[config.mk]
export PLATFORM = sky130hd
export DESIGN_NAME = cache_control
export DESIGN_NICKNAME = d
export VERILOG_FILES = /design/src/rtl/lc3b_types.sv /design/src/rtl/sat_counter.sv /design/src/rtl/cache_control.sv
export SDC_FILE = /design/constraint.sdc
export NUM_CORES = 1
export LEC_CHECK = 0
export BUFFER_PORTS_ARGS = -buffer_cell sky130_fd_sc_hd__buf_2
export CORE_UTILIZATION = 52
export CTS_CLUSTER_DIAMETER = 80
export CTS_CLUSTER_SIZE = 10
export DETAILED_ROUTE_END_ITERATION = 8
export PLACE_DENSITY = 0.8
export SLEW_MARGIN = 5
export SYNTH_ARGS = -nofsm -noshare
export SYNTH_HDL_FRONTEND = slang
export SYNTH_SLANG_ARGS = --single-unit
[constraint.sdc]
create_clock -name clk -period 3 [get_ports clk]
set_clock_uncertainty 0.2 [all_clocks]
set_input_delay 0.15 -clock clk [delete_from_list [all_inputs] [get_ports clk]]
set_output_delay 0.15 -clock clk [all_outputs]
set_load 0.02 [all_outputs]
[src/rtl/lc3b_types.sv]
`default_nettype none
// ============================================================================
// Module      : lc3b_types (package)
// Description : Shared types for the LC-3b cache slice. Holds the cache
//               controller state encoding.
// Revision    : 1.0 - initial release
// ============================================================================
package lc3b_types;

  // Controller sequencing states: service hits, write a dirty victim back,
  // then fetch the missing line.
  typedef enum logic [1:0] {
    IDLE      = 2'd0,
    WRITEBACK = 2'd1,
    ALLOCATE  = 2'd2
  } cache_state_t;

endpackage : lc3b_types
`default_nettype wire

[src/rtl/sat_counter.sv]
`default_nettype none
// ============================================================================
// Module      : sat_counter
// Description : Up-counter that sticks at all-ones instead of wrapping.
// Ports       : clk   - clock
//               reset - asynchronous active-high clear
//               inc   - count one event on this edge
//               count - current value
// Revision    : 1.0 - initial release
// ============================================================================
module sat_counter #(
  parameter int WIDTH = 16
) (
  input  logic             clk,
  input  logic             reset,
  input  logic             inc,
  output logic [WIDTH-1:0] count
);

  logic [WIDTH-1:0] r_count;

  always_ff @(posedge clk or posedge reset) begin
    if (reset) begin
      r_count <= '0;
    end else if (inc && (r_count != '1)) begin
      r_count <= r_count + WIDTH'(1);
    end
  end

  assign count = r_count;

endmodule : sat_counter
`default_nettype wire

[src/rtl/cache_control.sv]
`default_nettype none
// ============================================================================
// Module      : cache_control
// Description : Control FSM for a 2-way set-associative, write-back,
//               write-allocate L1 cache datapath. Services hits in the
//               request cycle, writes back a dirty victim, fetches the
//               missing line, and keeps hit/miss/writeback counters.
// Ports       : clk, reset                - clock, async active-high reset
//               mem_read/mem_write/mem_resp - CPU request handshake
//               pmem_read/pmem_write/pmem_resp - physical memory handshake
//               hit, comp0, comp1, lru_out, d_out - datapath status
//               load_*, *_in, *_mux_sel   - datapath controls
//               hit_count, miss_count, wb_count - saturating counters
// Revision    : 1.0 - initial release
// ============================================================================
module cache_control
  import lc3b_types::*;
#(
  parameter int CNT_WIDTH = 16
) (
  input  logic                 clk,
  input  logic                 reset,
  input  logic                 mem_read,
  input  logic                 mem_write,
  output logic                 mem_resp,
  output logic                 pmem_read,
  output logic                 pmem_write,
  input  logic                 pmem_resp,
  input  logic                 hit,
  input  logic                 comp0,
  input  logic                 comp1,
  input  logic                 lru_out,
  input  logic                 d_out,
  output logic                 load_v0,
  output logic                 load_v1,
  output logic                 load_d0,
  output logic                 load_d1,
  output logic                 load_tag0,
  output logic                 load_tag1,
  output logic                 load_data0,
  output logic                 load_data1,
  output logic                 load_lru,
  output logic                 v0_in,
  output logic                 v1_in,
  output logic                 d0_in,
  output logic                 d1_in,
  output logic                 lru_in,
  output logic                 data0_mux_sel,
  output logic                 data1_mux_sel,
  output logic                 data_mux_sel,
  output logic                 tag_mux_sel,
  output logic                 addr_mux_sel,
  output logic [CNT_WIDTH-1:0] hit_count,
  output logic [CNT_WIDTH-1:0] miss_count,
  output logic [CNT_WIDTH-1:0] wb_count
);

  cache_state_t r_state;
  cache_state_t w_next_state;
  logic         r_refill;     // the coming IDLE hit is the refilled line
  logic         w_req;
  logic         w_hit_inc;
  logic         w_miss_inc;
  logic         w_wb_inc;

  // A simultaneous read and write is serviced as a write.
  assign w_req = mem_read | mem_write;

  always_ff @(posedge clk or posedge reset) begin
    if (reset) begin
      r_state  <= IDLE;
      r_refill <= 1'b0;
    end else begin
      r_state  <= w_next_state;
      r_refill <= (r_state == ALLOCATE) && pmem_resp;
    end
  end

  always_comb begin
    w_next_state = r_state;
    case (r_state)
      IDLE: begin
        if (w_req && !hit) begin
          w_next_state = d_out ? WRITEBACK : ALLOCATE;
        end
      end
      WRITEBACK: begin
        if (pmem_resp) begin
          w_next_state = ALLOCATE;
        end
      end
      ALLOCATE: begin
        if (pmem_resp) begin
          w_next_state = IDLE;
        end
      end
      default: w_next_state = IDLE;
    endcase
  end

  // Outputs are forced low while reset is held so an in-flight pmem request
  // drops at once and no array sees a load pulse.
  always_comb begin
    mem_resp      = 1'b0;
    pmem_read     = 1'b0;
    pmem_write    = 1'b0;
    load_v0       = 1'b0;
    load_v1       = 1'b0;
    load_d0       = 1'b0;
    load_d1       = 1'b0;
    load_tag0     = 1'b0;
    load_tag1     = 1'b0;
    load_data0    = 1'b0;
    load_data1    = 1'b0;
    load_lru      = 1'b0;
    v0_in         = 1'b0;
    v1_in         = 1'b0;
    d0_in         = 1'b0;
    d1_in         = 1'b0;
    lru_in        = 1'b0;
    data0_mux_sel = 1'b0;
    data1_mux_sel = 1'b0;
    data_mux_sel  = 1'b0;
    tag_mux_sel   = 1'b0;
    addr_mux_sel  = 1'b0;
    if (!reset) begin
      case (r_state)
        IDLE: begin
          if (w_req && hit) begin
            mem_resp     = 1'b1;
            data_mux_sel = comp1;
            load_lru     = 1'b1;
            lru_in       = comp0;   // point LRU at the way not just used
            if (mem_write) begin
              if (comp0) begin
                load_data0 = 1'b1;
                load_d0    = 1'b1;
                d0_in      = 1'b1;
              end
              if (comp1) begin
                load_data1 = 1'b1;
                load_d1    = 1'b1;
                d1_in      = 1'b1;
              end
            end
          end
        end
        WRITEBACK: begin
          pmem_write   = 1'b1;
          addr_mux_sel = 1'b1;
          tag_mux_sel  = lru_out;
          data_mux_sel = lru_out;
        end
        ALLOCATE: begin
          pmem_read = 1'b1;
          if (pmem_resp) begin
            if (lru_out) begin
              load_data1    = 1'b1;
              data1_mux_sel = 1'b1;
              load_tag1     = 1'b1;
              load_v1       = 1'b1;
              v1_in         = 1'b1;
              load_d1       = 1'b1;
            end else begin
              load_data0    = 1'b1;
              data0_mux_sel = 1'b1;
              load_tag0     = 1'b1;
              load_v0       = 1'b1;
              v0_in         = 1'b1;
              load_d0       = 1'b1;
            end
          end
        end
        default: ;
      endcase
    end
  end

  assign w_hit_inc  = (r_state == IDLE) && w_req && hit && !r_refill;
  assign w_miss_inc = (r_state == IDLE) && w_req && !hit;
  assign w_wb_inc   = (r_state == WRITEBACK) && pmem_resp;

  sat_counter #(.WIDTH(CNT_WIDTH)) u_hit_cnt (
    .clk   (clk),
    .reset (reset),
    .inc   (w_hit_inc),
    .count (hit_count)
  );

  sat_counter #(.WIDTH(CNT_WIDTH)) u_miss_cnt (
    .clk   (clk),
    .reset (reset),
    .inc   (w_miss_inc),
    .count (miss_count)
  );

  sat_counter #(.WIDTH(CNT_WIDTH)) u_wb_cnt (
    .clk   (clk),
    .reset (reset),
    .inc   (w_wb_inc),
    .count (wb_count)
  );

endmodule : cache_control
`default_nettype wire

---- After elaboration in Yosys (flattened, before gate mapping) ----
Index checks and enable logic that the tools add are counted.
operators by class
  mux-type cells .......................... 42
  reductions and logical operators ........ 15
  equality and inequality tests ........... 8
  bitwise gates (word level) .............. 1
  add/subtract/negate cells ............... 3
operator list
  operator                                                          count
  16-bit by 1-bit adder with 16-bit output (second input constant)  3
  16-bit != test (second input constant)                            3
  1-bit two-way mux                                                 34
  1-bit logical AND                                                 11
  2-bit two-way mux                                                 4
  2-bit != test (second input constant)                             3
  1-bit one-hot mux with 2 select lines                             3
  2-bit one-hot mux with 3 select lines                             1
  3-bit AND reduction                                               1
  2-bit by 1-bit == test with 1-bit output (second input constant)  1
  2-bit == test (second input constant)                             1
  1-bit logical NOT                                                 2
  2-bit logical NOT                                                 1
  1-bit OR                                                          1
word-level totals
  output and inout port bits .............. 70
  input bits .............................. 10
  register bits ........................... 51
  logic and storage cells ................. 74

---- Logic depth before layout (Yosys ltp) ----
Gate-level depths: netlist of run 1.
  depth in word-level cells ............... 5
  mapped depth ............................ 6

---- Modules after synthesis ----
From an unflattened synthesis of run 1, not the netlist that was laid out.
second synthesis, totals
  cells, all modules ...................... 256
  area, all modules ....................... 2767.7 um2
by module, submodules not included
  module                       cells each  area an instance (um2)  times used
  sat_counter (u_hit_cnt ...)  68          802.0                   2
  sat_counter (u_wb_cnt)       77          827.0                   1
  cache_control                43          336.6                   1

---- Worst setup path after synthesis of run 1 ----
Ideal clock, no wire load.
  kind .................................... input port to output port
  start point ............................. input port reset
  end point ............................... output port load_tag1
  stages on the path ...................... 5
  data required time ...................... 2.650 ns
  data arrival time ....................... 2.255 ns
  path slack .............................. 0.395 ns
  path buffers ............................ 2
  cell sequence ........................... clkbuf_1 -> inv_1 -> nand2_1 -> nor2_1 -> buf_4
on the way
  longest elaborated chain between the ends .. 1
ends and longest elaborated chain
  item               RTL line             RTL
  start, declared    cache_control.sv:22  input logic reset,
  1-bit two-way mux  -
  end, declared      cache_control.sv:39  output logic load_tag1,
No other way between the ends.

---- Worst setup path in the final report of run 1 ----
  start point ............................. register r_state[0]
  end point ............................... output port load_data1
on the way
  longest elaborated chain between the ends .. 3
ends and longest elaborated chain
  item                                                       RTL line              RTL
  start, declared                                            cache_control.sv:58   cache_state_t r_state;
  start signal, assigned                                     cache_control.sv:74   r_state <= w_next_state;
  2-bit == test / 2-bit logical NOT (equally long branches)  cache_control.sv:127  case (r_state)
  1-bit one-hot mux with 2 select lines (*)                  cache_control.sv:127
  1-bit two-way mux (*)                                      cache_control.sv:126  if (!reset) begin
  end, declared                                              cache_control.sv:41   output logic load_data1,
Mark *: on every way between the ends. The rest lies on a longest branch, timed or not.

==> results of run 1 <==
## critical path: stages, from the launching register on
cell and delay, ns:
dfrtp_1 0.44, or3b_1 0.48, o2bb2a_1 0.32, nor3_1 0.29, buf_2 0.24
## how the worst min path moves through the flow
stage	from	end	slack, ns
floorplan	pmem_resp	r_state[0]	0.06
global placement	pmem_resp	r_state[0]	0.18
detailed placement	pmem_resp	r_state[0]	0.20
CTS	hit	u_miss_cnt.count[6]	0.1
global route	hit	u_miss_cnt.count[6]	0.10
finish	hit	u_miss_cnt.count[6]	0.11
## layout make-up
cell class                      instances  area (sq um)
Fill cell                             418          1660
Multi-Input combinational cell        190          1310
Sequential cell                        51          1280
Timing Repair Buffer                   85           450
Tap cell                               67          83.8
Clock buffer                            7          76.3
Inverter                                6          22.5
Clock inverter                          1          5.00
## cells by family (layout without fill, tap and decap cells)
kind of cell,Yosys count,in the layout,synth area share [%]
and+or+nand+nor,128,128,27.9
DFF,51,51,46.9
xor gates and xnor gates,38,38,12.2
adders and majority gates,3,3,1.38
muxes,7,7,2.85
buffers and inverters,24,99,5.06
AOI/OAI and AO/OA,14,14,3.64
## sequential cells by signal (all words and copies together), names as in the netlist
signal,cells
u_hit_cnt.count,16
u_miss_cnt.count,16
u_wb_cnt.count,16
r_state,2
r_refill,1
## Yosys cell counts, drive strengths merged, types with 2 or more instances
cell type | count | area share [%]
a21oi | 2 | 0.37
and3 | 5 | 1.2
and4 | 3 | 0.97
buf | 13 | 3.5
clkbuf | 5 | 0.69
dfrtp | 51 | 47
ha | 3 | 1.4
inv | 6 | 0.83
mux2 | 6 | 2.5
nand2 | 17 | 2.3
nand2b | 5 | 1.2
nand3 | 12 | 2.2
nand4 | 21 | 4.8
nor2 | 10 | 1.4
nor3 | 16 | 2.9
nor3b | 4 | 1.1
nor4 | 23 | 6.5
nor4b | 2 | 0.64
o21ai | 2 | 0.37
o21bai | 2 | 0.55
or2 | 5 | 1.2
or3b | 2 | 0.64
xnor2 | 5 | 1.6
xor2 | 33 | 11
## stage by stage
step | hold slack, ns | std cells | instance area (sq um)
after CTS | 0.0969 | 407 | 3220
final | 0.112 | 407 | 3220
after detailed placement | 0.203 | 395 | 3100
after global placement | 0.180 | 395 | 3100
after global routing | 0.104 | 407 | 3220
after floorplan | 0.0585 | 265 | 2720
## power groups by stage
| stage | sequential [mW] | combinational (mW) | clock (mW) |
|---|---|---|---|
| after detailed placement | 1.04 | 0.669 | 0 |
| after CTS | 1.03 | 0.678 | 0.386 |
| final | 1.03 | 0.671 | 0.375 |
| after global placement | 1.03 | 0.654 | 0 |
| after floorplan | 1.17 | 0.312 | 0 |
| after global routing | 1.06 | 0.741 | 0.410 |
## timing repair
item                      CTS  global route
gates resized for setup     0             0
hold endpoints to repair   53             0
hold buffers                4             0
## metal layers
layer | routed length [um] | up-vias
li1 | - | 1103
met1 | 2680 | 1096
met2 | 2910 | 87
met3 | 329 | 6
met4 | 65 | 0
met5 | 0 | -
==> metrics, run 1 <==
final setup TNS 0 ns; Starting Density between 50 and 60%; clock share of power approximately 18%; Root Buffer clkbuf_8; clk_lat worst skew 0.29 ns; Tcrit/Tclk final between 80% and 90%; CP required approximately 2.7 ns; final max-slew violation count 0; status completed; DRC 0; final setup margin 0.598 ns; Primary FF master, synth dfrtp_1; Clock Path Buffers 2; Core Util, Final 66.0%; cell internal pwr 1.25 mW; number of DRC markers in iteration 0 93; met3 usage 5.28%; Die Wd ~74 um; commonest cells after routing, fill and taps aside 79 x buf_2, 51 x dfrtp_1, 33 x xor2_1; yosys warns 0; Via Count 2,292; first-pass GRT wire length roughly 9.5 mm; number of core rows 25; RSZ-0062 raised after global routing false; antenna violations before repair 0; Worst VDD drop a little under 0.0005 V; post-synthesis instance total 265; Worst-path clk slew 0.08 ns; Critical Path Start Type register; Routed Antenna Nets 0; vias in the first global route 2,020; register bit total from synthesis 51; average wire per standard cell ~15 um; met1 GRT Util 30.1%; Synth cell types 43; FMAX between 400 and 500 MHz; static leakage 1.59 nW; layout overhead on the synthesized area 18.4%; Final min period 2.40 ns; GR peak layer met2; worst reg-to-reg setup slack roughly 0.65 ns; FF-to-FF Start u_miss_cnt.count[0]; die area approximately 5500 sq um; gr usage total a little under a quarter; Routed WL 5.98 mm; GR Util met2 between 30% and 40%; H-Tree Depth 2; # IOs 80; layout cells sized above 1 about 29%; ys async rst share between 90% and 100%; CORE AREA 4880 sq um; pre-CTS setup slack 0.672 ns; CTS buffer count 5; Die H about 74 um; reg2reg end u_miss_cnt.count[14]; Final Hold Viols 0; Mean Syn Cell Area 10.3 sq um; max cap viols 0; Hold Crit Class in2reg; Arrival @ worst endpoint 2.05 ns; CP endpoint kind output pin; CP startpoint r_state[0]; final setup fails 0; Max FO, Critical Path 7; number of diodes 0; global route overflow 0; drt pass-1 iters 4; CP endpoint load_data1; clock sink count 51; Pwr Density about 640 nW/um^2; sequential share of the synthesized area 46.9%; DR vias/cell 5.63; RD Place Congestion between 0.8 and 0.9; DP Wirelength about 4.4 mm; Final nets 352; hold depth 4; mapped cell area 2720 sq um; max_slew headroom 57.9%; crit path kind reg2out; CTS tree built; Sw Share 39.6%; Port Buffers 79; Least-Margin Pin Slew 0.627 ns; Flop pwr share 49.5%; commonest non-fill, non-tap cell in the layout buf_2; largest net degree at the start of global routing 52; Comb pwr share 32.4%; number of synthesized flops with an enable pin 0; Final Power 2.07 mW; Worst Reg-to-Reg Cells 5; Net Count, Synth 278; Setup Fix Bufs, Post-CTS 0; Psw 821 uW
Power figures use the tool's default switching activity.
==> inputs of run 2 (changes only) <==
--- a/config.mk
+++ b/config.mk
@@ -6,11 +6,11 @@
 export NUM_CORES = 1
 export LEC_CHECK = 0
 export BUFFER_PORTS_ARGS = -buffer_cell sky130_fd_sc_hd__buf_2
-export CORE_UTILIZATION = 52
+export CORE_UTILIZATION = 47
 export CTS_CLUSTER_DIAMETER = 80
 export CTS_CLUSTER_SIZE = 10
 export DETAILED_ROUTE_END_ITERATION = 8
-export PLACE_DENSITY = 0.8
+export PLACE_DENSITY = 0.77
 export SLEW_MARGIN = 5
 export SYNTH_ARGS = -nofsm -noshare
 export SYNTH_HDL_FRONTEND = slang
==> constraint.sdc (replaced) <==
create_clock -name clk -period 2.2 [get_ports clk]
set_clock_uncertainty 0.2 [all_clocks]
set_input_delay 0.11 -clock clk [delete_from_list [all_inputs] [get_ports clk]]
set_output_delay 0.11 -clock clk [all_outputs]
set_load 0.02 [all_outputs]
==> run 2 against run 1 <==
Sequential cell count is the same. Total power grew 43%. Utilization is 2.8 points lower.
==> metrics, run 2 (synthesis results as in run 1) <==
Arrival @ worst endpoint 1.85 ns; Final min period ~2.2 ns; static leakage 1.69 nW; Pwr Density about 850 nW/um^2; Worst-path clk slew 0.10 ns; Final Hold Viols 0; pre-CTS setup slack 0.0459 ns; Hold Crit Class in2reg; Final nets 367; DP Wirelength 4.55 mm; CTS buffer count 5; CORE AREA roughly 5500 sq um; Max FO, Critical Path 5; RD Place Congestion 0.824; Port Buffers 79; average wire per standard cell 14.8 um; # IOs 80; CP required 1.89 ns; Hold Crit Start hit; Comb pwr share 34.9%; placed cell area ~3200 sq um; die area just over 6000 sq um; layout cells sized above 1 a little under two fifths; clock sink count 51; DR vias/cell 5.60; clk_lat worst skew 0.31 ns; Flop pwr share 47.3%; Die Wd 78.1 um; Starting Density roughly half; commonest cells after routing, fill and taps aside 77 x buf_2, 49 x dfrtp_1, 33 x xor2_1; Sw Share between 40% and 50%; Worst VDD drop 0.000629 V; DRC 0; final setup fails 0; Psw around 1.2 mW; largest net degree at the start of global routing 52; hold_ws 0.114 ns; global route overflow 0; max cap viols 0; clock share of power 17.8%; Die H 78.1 um; vias in the first global route around 2,100; number of DRC markers in iteration 0 136; Routed Antenna Nets 0; H-Tree Depth 2; cell internal pwr 1.77 mW; number of core rows 27; Root Buffer clkbuf_8; Core Util, Final 63.2%; Critical Path Start Type register; final setup margin 0.0356 ns; layout overhead on the synthesized area 28.7%; Clock Path Buffers 2; CTS tree built; Tcrit/Tclk final 98.4%; commonest non-fill, non-tap cell in the layout buf_2; first-pass GRT wire length 10.3 mm; final setup TNS 0 ns; max_slew headroom 58.2%; final max-slew violation count 0; Least-Margin Pin Slew roughly 0.63 ns; worst reg-to-reg setup slack 0.07 ns; crit path kind reg2out; CP startpoint r_state[0]; status completed; FMAX about 460 MHz; number of diodes 0; Routed WL 6.32 mm; drt pass-1 iters 4; antenna violations before repair 0; gr usage total between 20% and 30%; Via Count 2,390; fin area around 3500 sq um; CP endpoint kind output pin; FF-to-FF Start r_state[1]
## run 2: timing repair
item / CTS / global route
buffers inserted: 3 / 3
resized for setup: 19 / 10
pin swaps: 2 / 6
hold buffers: 4 / 0
endpoints found under the hold margin: 54 / 0
setup endpoints to repair: 9 / 28
## run 2: worst max-delay path, stage by stage (launching register included)
cell	delay [ns]
dfrtp_1	0.43
or3b_4	0.40
buf_6	0.15
buf_4	0.14
nor3_1	0.22
buf_2	0.22
## run 2: routing by layer
| metal | vias up | wire length, um | share of wire [%] | global-route usage [%] |
|---|---|---|---|---|
| met2 | 82 | 3030 | 48 | 34.7 |
| met4 | 0 | 97 | 1.5 | 5.00 |
| met5 | - | 0 | 0 | 0 |
| met3 | 11 | 380 | 6.0 | 3.37 |
| met1 | 1158 | 2820 | 45 | 29.6 |
| li1 | 1139 | - | - | - |
## run 2: path summary, 6_finish.rpt
| path | endpoint | cells past startpoint |
|---|---|---|
| hold reg to reg | u_wb_cnt.count[10] | 1 |
| max in group asynchronous | u_miss_cnt.count[0] | 4 |
| setup / recovery | d0_in | 5 |
| setup reg to reg | u_miss_cnt.count[15] | 5 |
| min in group asynchronous | u_hit_cnt.count[1] | 4 |
| hold / removal | u_miss_cnt.count[6] | 4 |
## run 2: metrics by stage
stage | instances | total power [mW]
final | 427 | 2.97
after detailed placement | 409 | 2.36
after global routing | 427 | 3.15
after floorplan | 265 | 2.03
after global placement | 409 | 2.33
after CTS | 424 | 2.96
## run 2: final cells by class
type	instances	area, sq um
tap	72	90.1
clock buffer	5	68.8
timing repair buffer	100	583
sequential	51	1280
fill	494	2040
clock inverter	3	20.0
multi-input combinational	190	1430
inverter	6	26.3
## run 2: power groups by stage
stage               registers (mW)  logic (mW)  clock network [mW]
floorplan                     1.59       0.431                   0
global placement              1.40       0.929                   0
detailed placement            1.42       0.948                   0
CTS                           1.40        1.02               0.543
global route                  1.44        1.12               0.585
finish                        1.40        1.04               0.530
==> inputs of run 3 (changes only) <==
--- a/config.mk
+++ b/config.mk
@@ -6,11 +6,13 @@
 export NUM_CORES = 1
 export LEC_CHECK = 0
 export BUFFER_PORTS_ARGS = -buffer_cell sky130_fd_sc_hd__buf_2
-export CORE_UTILIZATION = 47
+export CELL_PAD_IN_SITES_DETAIL_PLACEMENT = 0
+export CELL_PAD_IN_SITES_GLOBAL_PLACEMENT = 2
+export CORE_UTILIZATION = 28
 export CTS_CLUSTER_DIAMETER = 80
 export CTS_CLUSTER_SIZE = 10
 export DETAILED_ROUTE_END_ITERATION = 8
-export PLACE_DENSITY = 0.77
+export PLACE_DENSITY_LB_ADDON = 0.1
 export SLEW_MARGIN = 5
 export SYNTH_ARGS = -nofsm -noshare
 export SYNTH_HDL_FRONTEND = slang
==> run 3 against run 2 <==
Non-clock buffer count grew 6. Via count shrank 2.8%. Fmax grew 0.79%. Critical endpoint is now u_miss_cnt.count[14]. Largest cell class unchanged. Largest power group unchanged.
==> metrics, run 3 (synthesis results as in run 1) <==
status completed; crit path kind reg2reg; Die Wd a little over 100 um; H-Tree Depth 2; commonest non-fill, non-tap cell in the layout buf_2; commonest cells after routing, fill and taps aside 75 x buf_2, 49 x dfrtp_1, 33 x xor2_1; DRC 0; FMAX 466 MHz; CP required ~2.2 ns; number of DRC markers in iteration 0 roughly 110; vias in the first global route roughly 2,300; Root Buffer clkbuf_8; DR vias/cell 4.74; gr usage total 14.5%; Max FO, Critical Path 4; Routed WL 6.85 mm; Critical Path Start Type register; Port Buffers 79; crit-path cells buf_4 -> or2_4 -> nor4_4 -> or3b_1 -> mux2_1; Worst Reg-to-Reg Cells 5; max cap viols 0; layout overhead on the synthesized area 31.8%; Tcrit/Tclk final 97.6%; CP endpoint u_miss_cnt.count[14]; clk_lat worst skew between 0.3 and 0.4 ns; Least-Margin Pin Slew 0.674 ns; final max-slew violation count 0; max incr delay on CP 0.40 ns; Clock Path Buffers 2; fin area 3580 sq um; DP Wirelength roughly 5 mm; Final Hold Viols 0; average wire per standard cell 14.0 um; first-pass GRT wire length 11.5 mm; drt pass-1 iters 4; Worst VDD drop roughly 0.00037 V; final setup fails 0; FF-to-FF Start r_state[1]; placed cell area approximately 3300 sq um; # IOs 80; CTS buffer count 5; Hold Crit Class in2reg; reg2reg end u_miss_cnt.count[14]; largest net degree at the start of global routing 52; Pwr Density 849 nW/um^2; CORE AREA 9330 sq um; Starting Density between 20% and 30%; number of diodes 0; Final nets 373; Arrival @ worst endpoint 2.15 ns; Worst-path clk slew roughly 0.10 ns; Die H 101 um; Final min period 2.15 ns; die area approximately 10,000 sq um; Via Count 2,323; layout cells sized above 1 38.8%; antenna violations before repair 0; Routed Antenna Nets 0; worst reg-to-reg setup slack 0.05 ns; clock sink count 51; Final Power 3.04 mW; Slowest-stage cell, CP dfrtp_1; CP endpoint kind register; RD Place Congestion 0.748; CTS tree built; global route overflow 0; CP startpoint r_state[1]; number of core rows 35; max_slew headroom 55.1%; static leakage 1.71 nW
-- run 3: changes by cell type in the layout (fill, tap and decap cells not counted), moves of 2 or more --
cell / change
or2_2: +2
nor4_1: +2
nor3_2: +3
or2_4: -2
buf_4: +9
nor3_1: -2
buf_2: -2
clkinvlp_4: -2
-- run 3: worst min-delay path by stage --
stage | startpoint | end | slack, ns | depth (start not counted)
final | hit | u_miss_cnt.count[6] | 0.09 | 4
after global routing | hit | u_miss_cnt.count[6] | 0.12 | 4
after CTS | hit | u_miss_cnt.count[6] | 0.1 | 4
after detailed placement | pmem_resp | r_state[0] | 0.16 | 2
after global placement | pmem_resp | r_state[0] | 0.17 | 2
after floorplan | pmem_resp | r_state[0] | 0.02 | 1
-- run 3: metal layers --
metal | wire length [um] | global-route usage (%) | share of wire, %
met5 | 0 | 0 | 0
met3 | 295 | 2.91 | 4.3
met2 | 3110 | 22.6 | 45
met1 | 3400 | 20.7 | 50
met4 | 50 | 3.68 | 0.73
-- run 3: critical path: cells and delay by family, from the launching register on --
kind                   cells  cell delay, ns
DFF                        1            0.40
and+or+nand+nor            3            0.99
muxes                      1            0.31
buffers and inverters      1            0.16
-- run 3: repair_timing --
item                       4_1_cts  5_1_grt
hold endpoints to repair        54        0
setup endpoints to repair        8       23
hold buffers                     3        0
pin swaps                        3        4
buffers inserted                 5        0
resized for setup               17        9
-- run 3: report_power, final --
| group | leakage, nW | internal (mW) | switching, mW |
|---|---|---|---|
| clock | 0.0483 | 0.225 | 0.346 |
| combinational | 1.03 | 0.457 | 0.650 |
| sequential | 0.638 | 1.13 | 0.230 |
| total | 1.71 | 1.82 | 1.23 |
-- run 3: final cells by class --
| cell class | instances | area (sq um) |
|---|---|---|
| fill | 984 | 5740 |
| multi-input combinational | 190 | 1400 |
| sequential | 51 | 1280 |
| timing repair buffer | 106 | 631 |
| tap | 129 | 161 |
| clock buffer | 5 | 68.8 |
| inverter | 6 | 26.3 |
| clock inverter | 3 | 18.8 |
-- run 3: per-stage QoR --
stage	cells	setup slack (ns)	util [%]	TNS, ns	hold WS [ns]
4_1_cts	491	0.00807	38.1	0	0.0982
3_5_place_dp	475	0.0822	35.7	0	0.158
5_1_grt	490	-0.00294	38.4	-0.00500	0.125
3_3_place_gp	475	0.0961	35.7	0	0.168
6_report	490	0.0526	38.4	0	0.0945
2_1_floorplan	265	0.0000984	-	0	0.0185
